$ cat config.mk
export PLATFORM = sky130hd
export DESIGN_NAME = reminder_alert_ctrl
export DESIGN_NICKNAME = d
export VERILOG_FILES = /design/src/rtl/reminder_pkg.sv /design/src/rtl/switch_debounce.sv /design/src/rtl/reminder_alert_ctrl.sv
export SDC_FILE = /design/constraint.sdc
export NUM_CORES = 1
export LEC_CHECK = 0
export ABC_AREA = 0
export CORE_MARGIN = 10
export CORE_UTILIZATION = 50
export CTS_CLUSTER_DIAMETER = 40
export DETAILED_ROUTE_END_ITERATION = 16
export PLACE_DENSITY = 0.73
export SLEW_MARGIN = 40
export SYNTH_ARGS = -nofsm -noshare
export SYNTH_HDL_FRONTEND = slang
export SYNTH_SLANG_ARGS = --single-unit
$ cat constraint.sdc
create_clock -name clk -period 4.25 [get_ports clk]
set_clock_uncertainty 0.05 [all_clocks]
set_input_delay 0.85 -clock clk [delete_from_list [all_inputs] [get_ports clk]]
set_output_delay 0.85 -clock clk [all_outputs]
set_load 0.05 [all_outputs]
$ cat src/rtl/reminder_pkg.sv
// -----------------------------------------------------------------------------
// reminder_pkg
// Shared types and constants for the reminder alert stage.
//   alert_state_e : alert FSM states (IDLE, BEEP_ON, BEEP_OFF, GAP)
//   *_DEF         : default timing for the 50 MHz internal clock
//   MISSED_MAX    : saturation value of the missed-alert counter
//   sat_inc8()    : saturating 8-bit increment
// -----------------------------------------------------------------------------
package reminder_pkg;

  typedef enum logic [1:0] {
    IDLE     = 2'd0,
    BEEP_ON  = 2'd1,
    BEEP_OFF = 2'd2,
    GAP      = 2'd3
  } alert_state_e;

  localparam int TICK_DIV_DEF        = 50000;
  localparam int DEBOUNCE_MS_DEF     = 20;
  localparam int BEEP_ON_MS_DEF      = 200;
  localparam int BEEP_OFF_MS_DEF     = 300;
  localparam int BEEPS_PER_BURST_DEF = 3;
  localparam int BURST_GAP_MS_DEF    = 2000;
  localparam int MAX_BURSTS_DEF      = 5;

  localparam logic [7:0] MISSED_MAX = 8'hFF;

  // Counts up to MISSED_MAX and then holds; never wraps back to zero.
  function automatic logic [7:0] sat_inc8(input logic [7:0] value);
    return (value == MISSED_MAX) ? value : value + 8'd1;
  endfunction

endpackage

$ cat src/rtl/switch_debounce.sv
// -----------------------------------------------------------------------------
// switch_debounce
// Synchronizes a raw mechanical switch, filters bounce and emits a one-cycle
// pulse when the filtered level goes from released to pressed.
//   clk  : system clock
//   rst  : synchronous, active-high reset
//   sw   : raw asynchronous switch input (1 = pressed)
//   rise : one-cycle pulse one clock after the filtered level rises
// The filtered level only follows the synchronized input once the two have
// disagreed for STABLE_CYCLES consecutive clocks.
// -----------------------------------------------------------------------------
module switch_debounce #(
  parameter int STABLE_CYCLES = 20
) (
  input  logic clk,
  input  logic rst,
  input  logic sw,
  output logic rise
);

  localparam int                CNT_W    = $clog2(STABLE_CYCLES + 1);
  localparam logic [CNT_W-1:0]  CNT_LAST = CNT_W'(STABLE_CYCLES - 1);

  logic             sync1;
  logic             sync2;
  logic             level;
  logic             level_d;
  logic [CNT_W-1:0] cnt;

  // NOTE: every register here is updated with <= so all right-hand sides see
  // the values from before the clock edge; blocking = would make the order of
  // statements change the hardware.
  always_ff @(posedge clk) begin
    if (rst) begin
      sync1   <= 1'b0;
      sync2   <= 1'b0;
      level   <= 1'b0;
      level_d <= 1'b0;
      cnt     <= '0;
      rise    <= 1'b0;
    end else begin
      sync1   <= sw;
      sync2   <= sync1;
      level_d <= level;
      rise    <= level & ~level_d;
      if (sync2 != level) begin
        if (cnt == CNT_LAST) begin
          level <= sync2;
          cnt   <= '0;
        end else begin
          cnt <= cnt + 1'b1;
        end
      end else begin
        // Any agreement breaks the run; bounce restarts the stability window.
        cnt <= '0;
      end
    end
  end

endmodule

$ cat src/rtl/reminder_alert_ctrl.sv
// -----------------------------------------------------------------------------
// reminder_alert_ctrl
// Alert stage behind reminder_system: beeps a piezo in bursts while reminders
// are outstanding, until the user presses stop or the alert times out.
//   clk        : system clock (internal 50 MHz)
//   rst        : synchronous, active-high reset
//   remind_vec : one-hot reminder levels; rising bits are new reminders
//   stop_sw    : raw stop push-button (1 = pressed)
//   buzzer     : buzzer drive
//   alert_led  : reminders currently being alerted
//   ack        : one-cycle pulse when the user stops an active alert
//   missed     : one-cycle pulse when an alert times out
//   missed_cnt : number of timed-out alerts, saturating at 255
//   busy       : alert FSM not in IDLE
// -----------------------------------------------------------------------------
module reminder_alert_ctrl
  import reminder_pkg::*;
#(
  parameter int TICK_DIV        = TICK_DIV_DEF,
  parameter int DEBOUNCE_MS     = DEBOUNCE_MS_DEF,
  parameter int BEEP_ON_MS      = BEEP_ON_MS_DEF,
  parameter int BEEP_OFF_MS     = BEEP_OFF_MS_DEF,
  parameter int BEEPS_PER_BURST = BEEPS_PER_BURST_DEF,
  parameter int BURST_GAP_MS    = BURST_GAP_MS_DEF,
  parameter int MAX_BURSTS      = MAX_BURSTS_DEF
) (
  input  logic       clk,
  input  logic       rst,
  input  logic [7:0] remind_vec,
  input  logic       stop_sw,
  output logic       buzzer,
  output logic [7:0] alert_led,
  output logic       ack,
  output logic       missed,
  output logic [7:0] missed_cnt,
  output logic       busy
);

  localparam int               PRE_W     = (TICK_DIV > 1) ? $clog2(TICK_DIV) : 1;
  localparam logic [PRE_W-1:0] PRE_LAST  = PRE_W'(TICK_DIV - 1);
  localparam logic [11:0]      ON_LAST   = 12'(BEEP_ON_MS - 1);
  localparam logic [11:0]      OFF_LAST  = 12'(BEEP_OFF_MS - 1);
  localparam logic [11:0]      GAP_LAST  = 12'(BURST_GAP_MS - 1);
  localparam logic [3:0]       BEEPS_L   = 4'(BEEPS_PER_BURST);
  localparam logic [3:0]       BURSTS_L  = 4'(MAX_BURSTS);

  // ---------------------------------------------------------------------------
  // Stop switch
  // ---------------------------------------------------------------------------
  logic stop_evt;

  switch_debounce #(
    .STABLE_CYCLES(DEBOUNCE_MS * TICK_DIV)
  ) u_stop_db (
    .clk  (clk),
    .rst  (rst),
    .sw   (stop_sw),
    .rise (stop_evt)
  );

  // ---------------------------------------------------------------------------
  // Reminder edge detection. remind_vec is captured into remind_in first and
  // edges are taken between remind_in and its delayed copy remind_q, so a new
  // reminder reaches pending one clock after it is first sampled.
  // ---------------------------------------------------------------------------
  logic [7:0] remind_in;
  logic [7:0] remind_q;
  logic [7:0] new_bits;

  assign new_bits = remind_in & ~remind_q;

  // ---------------------------------------------------------------------------
  // State and datapath registers
  // ---------------------------------------------------------------------------
  alert_state_e     state,      state_n;
  logic [7:0]       pending,    pending_n;
  logic [7:0]       alert_n;
  logic [3:0]       beep_cnt,   beep_n;
  logic [3:0]       burst_cnt,  burst_n;
  logic [3:0]       burst_inc;
  logic [7:0]       missed_cnt_n;
  logic             ack_n;
  logic             missed_n;

  // ---------------------------------------------------------------------------
  // Millisecond prescaler and phase timer. Both restart on every state change
  // so each phase lasts an exact whole number of ticks.
  // ---------------------------------------------------------------------------
  logic [PRE_W-1:0] pre_cnt;
  logic [11:0]      phase_ms;
  logic [11:0]      phase_last;
  logic             tick;
  logic             phase_done;

  assign tick       = (pre_cnt == PRE_LAST);
  assign phase_done = tick && (phase_ms == phase_last);

  always_ff @(posedge clk) begin
    if (rst || (state_n != state) || (state == IDLE)) begin
      pre_cnt  <= '0;
      phase_ms <= '0;
    end else if (tick) begin
      pre_cnt  <= '0;
      phase_ms <= phase_ms + 12'd1;
    end else begin
      pre_cnt  <= pre_cnt + 1'b1;
    end
  end

  // ---------------------------------------------------------------------------
  // Next-state / next-output logic
  // ---------------------------------------------------------------------------
  always_comb begin
    // NOTE: every variable written here gets a value before any branch, so no
    // path leaves one unassigned and no latch is inferred.
    state_n      = state;
    pending_n    = pending;
    alert_n      = alert_led;
    beep_n       = beep_cnt;
    burst_n      = burst_cnt;
    burst_inc    = burst_cnt + 4'd1;
    missed_cnt_n = missed_cnt;
    ack_n        = 1'b0;
    missed_n     = 1'b0;
    phase_last   = '0;

    case (state)
      BEEP_ON:  phase_last = ON_LAST;
      BEEP_OFF: phase_last = OFF_LAST;
      GAP:      phase_last = GAP_LAST;
      default:  phase_last = '0;
    endcase

    if (state == IDLE) begin
      if (pending != '0) begin
        // Reminders arriving in this same cycle join the alert being started.
        alert_n   = pending | new_bits;
        pending_n = '0;
        beep_n    = 4'd0;
        burst_n   = 4'd0;
        state_n   = BEEP_ON;
      end else begin
        pending_n = pending | new_bits;
      end
    end else if (stop_evt) begin
      // Stop beats both a coincident timeout and coincident new reminders;
      // the latter are parked in pending and start a fresh alert from IDLE.
      ack_n     = 1'b1;
      alert_n   = '0;
      pending_n = pending | new_bits;
      state_n   = IDLE;
    end else begin
      if (new_bits != '0) begin
        // Fresh reminders extend the alert without disturbing the beep phase.
        alert_n = alert_led | new_bits;
        burst_n = 4'd0;
      end
      burst_inc = burst_n + 4'd1;
      if (phase_done) begin
        case (state)
          BEEP_ON: begin
            state_n = BEEP_OFF;
          end
          BEEP_OFF: begin
            beep_n  = beep_cnt + 4'd1;
            state_n = (beep_n == BEEPS_L) ? GAP : BEEP_ON;
          end
          GAP: begin
            beep_n  = 4'd0;
            burst_n = burst_inc;
            if (burst_inc == BURSTS_L) begin
              missed_n     = 1'b1;
              missed_cnt_n = sat_inc8(missed_cnt);
              alert_n      = '0;
              state_n      = IDLE;
            end else begin
              state_n = BEEP_ON;
            end
          end
          default: state_n = IDLE;
        endcase
      end
    end
  end

  // ---------------------------------------------------------------------------
  // Registers; every output is driven straight from a flop.
  // ---------------------------------------------------------------------------
  always_ff @(posedge clk) begin
    if (rst) begin
      remind_in  <= '0;
      remind_q   <= '0;
      state      <= IDLE;
      pending    <= '0;
      alert_led  <= '0;
      beep_cnt   <= '0;
      burst_cnt  <= '0;
      missed_cnt <= '0;
      ack        <= 1'b0;
      missed     <= 1'b0;
      buzzer     <= 1'b0;
      busy       <= 1'b0;
    end else begin
      remind_in  <= remind_vec;
      remind_q   <= remind_in;
      state      <= state_n;
      pending    <= pending_n;
      alert_led  <= alert_n;
      beep_cnt   <= beep_n;
      burst_cnt  <= burst_n;
      missed_cnt <= missed_cnt_n;
      ack        <= ack_n;
      missed     <= missed_n;
      buzzer     <= (state_n == BEEP_ON);
      busy       <= (state_n != IDLE);
    end
  end

endmodule

==> run_results.csv, run 1 <==
group,metric,value,unit
cts,cts_tree,"yes",
worst_hold_path,hold_depth,1,
setup_path,path_class,"register to register",
worst_hold_path,hold_path.class,"register to register",
global_routing,grt_start_max_net_pins,52,
power_and_ir_drop,total_power,2.45,mW
drt,wl_per_cell,13.6,microns
cts,cts.sinks,107,
yosys,ys_warn_count,0,
final_layout,area_growth,12.5,%
timing,hold_viol,0,
floorplan,rows,35,
cts,cts-resized-gates,0,
timing,finalSetupViolations,0,
setup_path,r2r-start,"remind_in[5]",
setup_path,cp_slowest_cell,"or4_1",
status,status,"finished clean",
flow_run,cap_violations,0,
final_layout,multi_input_area,2460,sq um
yosys,synth_edf_count,0,
drt,drc,0,
power_and_ir_drop,peakVddDrop,387,uV
cts,post_cts_buffers,0,
power_and_ir_drop,power.density,460,nW/um^2
place,placed_cells,682,
setup_path,path_cells,"nor2b_1 > or4_1 > nor2_1 > nand2_1 > inv_1 > ha_1 > o31a_1 > o21ai_1 > nor4_1 > mux2_1",
setup_path,regToRegSetupSlack,1070,ps
yosys,synthArstFlopShare,0,%
final_layout,fin_area,5320,sq um
timing,maxSlewHeadroom,54.6,%
worst_hold_path,min_from,"u_stop_db.level_d",
place,placed_area,5120,sq um
final_layout,final_common_cell,"dfxtp_1",
cts,path_clk_slew,120,ps
drt,viasPerCell,5.42,
timing,tns,0,ps
final_layout,drive_gt1_share,5.10,%
floorplan,die_w,117,microns
cts,cts-htree-levels,3,
cts,cts_hold_buffers,0,
cts,cts_buffers,9,
setup_path,cp_slowest_stage_delay,630,ps
setup_path,end_kind,"register",
yosys,synthDistinctLibCells,55,
drt,num_vias,3784,
final_layout,regArea,2140,sq um
drt,first_iter_violations,196,
timing,rsz0062_at_grt,"no",
yosys,synth-seq-cells,107,
place,port_buffers,30,
yosys,seq_area_frac_synth,45.3,%
yosys,synth.cell_area,4730,sq um
floorplan,initial_core_util,51.1,%
yosys,synth_fp_nets,560,
final_layout,mostFrequentLayoutCells,"107 x dfxtp_1, 96 x nor2_1, 33 x nor2b_1",
final_layout,fillers,833,
drt,wirelength,9480,microns
timing,slew_violations,0,
global_routing,grt_pass1_vias,3612,
timing,period_share,74.7,%
floorplan,die_h,117,microns
cts,worstSkewPairLatency,390,ps
yosys,yosys_most_used_dff,"dfxtp_1",
setup_path,crit_required,4480,ps
timing,tightestPinTransition,674,ps
floorplan,coreArea,9240,sq um
yosys,syn_avg_cell_area,8.74,sq um
drt,firstDrtPassIters,4,
setup_path,crit_arrival,3400,ps
cts,cts_buffer_depth,2,
floorplan,die_area,13700,sq um
setup_path,r2r-end,"missed_cnt[0]",
global_routing,grt_pass1_wl,16800,microns
place,place.gp.congestion,0.852,
global_routing,overflow,0,
timing,max_freq,315,MHz
setup_path,worstRegToRegCells,10,
yosys,netlist_instances,541,
final_layout,final_nets,583,
place,place.detailed.hpwl,6730,microns
global_routing,antenna_found_initial,0,
drt,drtAntennaViolNets,0,
setup_path,crit_fanout,5,
final_layout,antenna_cells,0,
final_layout,instances_no_fill,698,
worst_hold_path,whs_endpoint,"u_stop_db.rise",
power_and_ir_drop,p_leak,1.80,nW
cts,root_buffer,"clkbuf_8",
timing,period_needed,3180,ps
floorplan,boundaryPins,31,
global_routing,grt.total_usage,14.9,%
setup_path,cp-start-kind,"register",
[flip-flops by register name, indices dropped and copies added (netlist names), 2 cells and up]
register,cells
remind_q,8
u_stop_db.cnt,20
missed_cnt,8
alert_led,8
beep_cnt,4
state,2
pending,8
pre_cnt,16
remind_in,8
phase_ms,12
burst_cnt,4
[cell type report]
| class | instances | share of cell area [%] |
|---|---|---|
| clock buffers | 10 | 2.40 |
| repair buffers | 33 | 5.98 |
| well taps | 129 | 3.04 |
| clock inverters | 6 | 1.22 |
| multi-input cells | 402 | 46.3 |
| inverters | 11 | 0.777 |
| flip-flops and latches | 107 | 40.3 |
[logic make-up after synthesis]
family,synth area share [%]
simple gates,30.0
flops,45.3
compound gates,10.9
xor+xnor,8.15
buf+inv,2.78
fa+ha+maj,2.12
mux,0.662
[worst max-delay path by stage]
stage / from / endpoint / slack [ps] / cells after the start
after floorplan: remind_in[7] / missed_cnt[0] / 1450 / 10
after global placement: remind_in[5] / missed_cnt[0] / 1240 / 10
after detailed placement: remind_in[2] / missed_cnt[0] / 1120 / 9
after CTS: remind_in[5] / missed_cnt[0] / 1080 / 10
after global routing: remind_in[2] / missed_cnt[0] / 820 / 10
final: remind_in[5] / missed_cnt[0] / 1070 / 10
[synth_stat cells (all sizes together), types with 3 or more instances]
| cell | n | share of area, % |
|---|---|---|
| a21oi | 17 | 1.8 |
| a22oi | 8 | 1.3 |
| and2 | 3 | 0.42 |
| and3 | 14 | 1.9 |
| and4 | 3 | 0.56 |
| and4b | 3 | 0.64 |
| buf | 4 | 0.56 |
| clkbuf | 17 | 1.4 |
| dfxtp | 107 | 45 |
| ha | 8 | 2.1 |
| inv | 11 | 0.87 |
| nand2 | 29 | 2.3 |
| nand2b | 6 | 0.79 |
| nand3 | 26 | 2.8 |
| nand4 | 14 | 1.9 |
| nor2 | 97 | 7.7 |
| nor2b | 33 | 4.4 |
| nor3 | 13 | 1.4 |
| nor3b | 3 | 0.48 |
| nor4 | 10 | 1.3 |
| o21ai | 14 | 1.5 |
| o31ai | 3 | 0.48 |
| o32ai | 8 | 1.5 |
| or3 | 9 | 1.2 |
| or4 | 8 | 1.4 |
| xnor2 | 25 | 4.6 |
| xor2 | 19 | 3.5 |
[stage by stage]
step | util [%] | setup slack (ps) | hold WS [ps]
final | 57.5 | 1070 | 353
after detailed placement | 55.4 | 1120 | 329
after global routing | 57.5 | 824 | 396
after CTS | 57.5 | 1080 | 361
after global placement | 55.4 | 1240 | 323
after floorplan | - | 1450 | 317
[metal layers]
| metal | GRT usage, % | share of wire, % | vias up |
|---|---|---|---|
| li1 | - | - | 1945 |
| met1 | 17.8 | 45 | 1756 |
| met2 | 25.3 | 49 | 71 |
| met3 | 4.99 | 4.7 | 12 |
| met4 | 3.13 | 0.90 | 0 |
| met5 | 0 | 0 | - |
[critical path: cells and delay by family, from the launching register on]
family	cells	cell delay [ps]
flip-flops	1	320
buffers and inverters	1	80
AO/OA/AOI/OAI	2	360
adder cells (fa/ha/maj)	1	190
multiplexers	1	360
AND/OR/NAND/NOR	5	1710
[report_power, final]
part | switching, mW | internal [mW] | total (mW)
combinational | 0.453 | 0.247 | 0.699
sequential | 0.0607 | 1.08 | 1.14
clock | 0.377 | 0.233 | 0.610
total | 0.890 | 1.56 | 2.45
Power figures use the tool's default switching activity.
==> run 2: changes to the inputs <==
--- a/config.mk
+++ b/config.mk
@@ -10,7 +10,7 @@
 export CORE_UTILIZATION = 50
 export CTS_CLUSTER_DIAMETER = 40
 export DETAILED_ROUTE_END_ITERATION = 16
-export PLACE_DENSITY = 0.73
+export PLACE_DENSITY = 0.76
 export SLEW_MARGIN = 40
 export SYNTH_ARGS = -nofsm -noshare
 export SYNTH_HDL_FRONTEND = slang
==> constraint.sdc (replaced) <==
create_clock -name clk -period 2.8 [get_ports clk]
set_clock_uncertainty 0.05 [all_clocks]
set_input_delay 0.56 -clock clk [delete_from_list [all_inputs] [get_ports clk]]
set_output_delay 0.56 -clock clk [all_outputs]
set_load 0.05 [all_outputs]
==> run_results.csv, run 2 (same netlist as run 1, synthesis figures left out) <==
group,metric,value,unit
status,status,"finished clean",
place,placed_cells,708,
timing,period_share,96.8,%
cts,path_clk_slew,90,ps
setup_path,worstRegToRegCells,6,
drt,viasPerCell,5.48,
final_layout,largest_reg_flops,20,
power_and_ir_drop,clockPowerShare,24.9,%
setup_path,cp_slowest_stage_delay,510,ps
floorplan,die_w,117,microns
cts,cts-htree-levels,3,
global_routing,overflow,0,
setup_path,crit_required,3060,ps
power_and_ir_drop,p_sw_share,34.9,%
timing,period_needed,2710,ps
floorplan,die_h,117,microns
place,place.gp.congestion,0.886,
global_routing,grt.total_usage,15.6,%
power_and_ir_drop,p_switching,1.33,mW
global_routing,grt_pass1_wl,17500,microns
setup_path,r2r-end,"missed_cnt[6]",
global_routing,grt_start_max_net_pins,30,
cts,cts_buffers,9,
setup_path,r2r-start,"phase_ms[7]",
power_and_ir_drop,peakVddDrop,521,uV
final_layout,fillers,783,
final_layout,antenna_cells,0,
final_layout,regMostFlops,"u_stop_db.cnt",
worst_hold_path,min_from,"u_stop_db.level_d",
drt,drc,0,
global_routing,grt_pass1_vias,3947,
setup_path,end_kind,"register",
power_and_ir_drop,combPwrFrac,30.6,%
drt,num_vias,3971,
timing,max_freq,369,MHz
timing,finalSetupViolations,0,
floorplan,rows,35,
worst_hold_path,hold_path.class,"register to register",
setup_path,path_cells,"or4_4 > a211o_1 > a2111oi_4 > o2111ai_4 > or4_1 > a21oi_1",
flow_run,cap_violations,0,
final_layout,instances_no_fill,725,
setup_path,crit_fanout,6,
drt,firstDrtPassIters,5,
final_layout,drive_gt1_share,11.2,%
drt,wirelength,10100,microns
setup_path,regToRegSetupSlack,90,ps
setup_path,cp-start-kind,"register",
cts,cts.sinks,107,
final_layout,mostFrequentLayoutCells,"107 x dfxtp_1, 96 x nor2_1, 33 x nor2b_1",
power_and_ir_drop,p_int,2.48,mW
power_and_ir_drop,p_leak,1.94,nW
setup_path,crit_arrival,2970,ps
timing,slew_violations,0,
power_and_ir_drop,total_power,3.80,mW
global_routing,antenna_found_initial,0,
place,place.detailed.hpwl,7080,microns
final_layout,area_growth,18.7,%
floorplan,boundaryPins,31,
final_layout,final_common_cell,"dfxtp_1",
cts,root_buffer,"clkbuf_8",
floorplan,initial_core_util,51.1,%
timing,tightestPinTransition,719,ps
setup_path,path_class,"register to register",
setup_path,cp-startpoint,"phase_ms[7]",
final_layout,reg_top3,"u_stop_db.cnt (20), pre_cnt (16), phase_ms (12)",
floorplan,coreArea,9240,sq um
timing,maxSlewHeadroom,51.6,%
drt,first_iter_violations,273,
floorplan,die_area,13700,sq um
final_layout,final_nets,611,
timing,hold_viol,0,
timing,layout_setup_ws,89.0,ps
setup_path,cp_slowest_cell,"or4_4",
cts,cts_tree,"yes",
drt,drtAntennaViolNets,0,
cts,cts_buffer_depth,2,
power_and_ir_drop,power_frac_seq,44.5,%
cts,worstSkewPairLatency,370,ps
power_and_ir_drop,power.density,678,nW/um^2
drt,wl_per_cell,14.0,microns
setup_path,cp-endpoint,"missed_cnt[6]",
place,port_buffers,30,
place,preCtsSetupSlack,-99.8,ps
[run 2: cell types whose count changed in the layout (fill, tap and decap cells not counted), sizes merged]
cell	previous run	this run
clkinv	1	3
bufinv	0	1
o2111ai	2	3
clkbuf	10	9
buf	4	31
inv	16	13
[run 2: worst max-delay path, delay by kind of cell (launching register included)]
family / cells / cell delay, ps
DFF: 1 / 370
AOI/OAI and AO/OA: 4 / 1230
and+or+nand+nor: 2 / 1020
[run 2: worst min-delay path by stage]
| stage | endpoint | slack [ps] | depth (start not counted) |
|---|---|---|---|
| 5_1_grt | u_stop_db.rise | 350 | 1 |
| 6_report | u_stop_db.rise | 330 | 1 |
| 2_1_floorplan | u_stop_db.rise | 320 | 1 |
| 3_5_place_dp | u_stop_db.rise | 320 | 1 |
| 3_3_place_gp | u_stop_db.rise | 320 | 1 |
| 4_1_cts | u_stop_db.rise | 340 | 1 |
[run 2: what timing repair did]
item	in CTS	in global routing
resized for setup	8	6
setup endpoints to repair	3	10
cloned	1	0
buffers inserted	1	0
hold buffers	0	0
pin swaps	1	10
[run 2: layer usage]
layer	part of all wire (%)	global-route usage [%]	vias up
li1	-	-	2007
met1	46	18.6	1869
met2	48	26.0	77
met3	4.3	4.03	18
met4	1.8	6.43	0
met5	0	0	-
[run 2: stage by stage]
stage	TNS, ps	util, %	cell area [sq um]	hold slack, ps
2_1_floorplan	0	-	4730	317
3_3_place_gp	0	57.5	5320	323
3_5_place_dp	-281	57.6	5320	324
4_1_cts	0	60.5	5590	338
5_1_grt	-5.67	60.7	5610	351
6_report	0	60.7	5610	335
[run 2: area by class of cell]
type / count / area, sq um / share of cell area (%)
flip-flops and latches: 107 / 2140 / 38.2
clock buffers: 9 / 124 / 2.21
clock inverters: 6 / 72.6 / 1.29
multi-input cells: 403 / 2550 / 45.4
well taps: 129 / 161 / 2.88
inverters: 11 / 41.3 / 0.736
repair buffers: 60 / 520 / 9.28
[run 2: power by group through the flow]
stage          combinational, mW  sequential, mW  clock [mW]
3_3_place_gp                1.13            1.72           0
6_report                    1.16            1.69       0.947
2_1_floorplan              0.529            1.97           0
4_1_cts                     1.16            1.69       0.978
3_5_place_dp                1.15            1.73           0
5_1_grt                     1.26            1.71        1.03
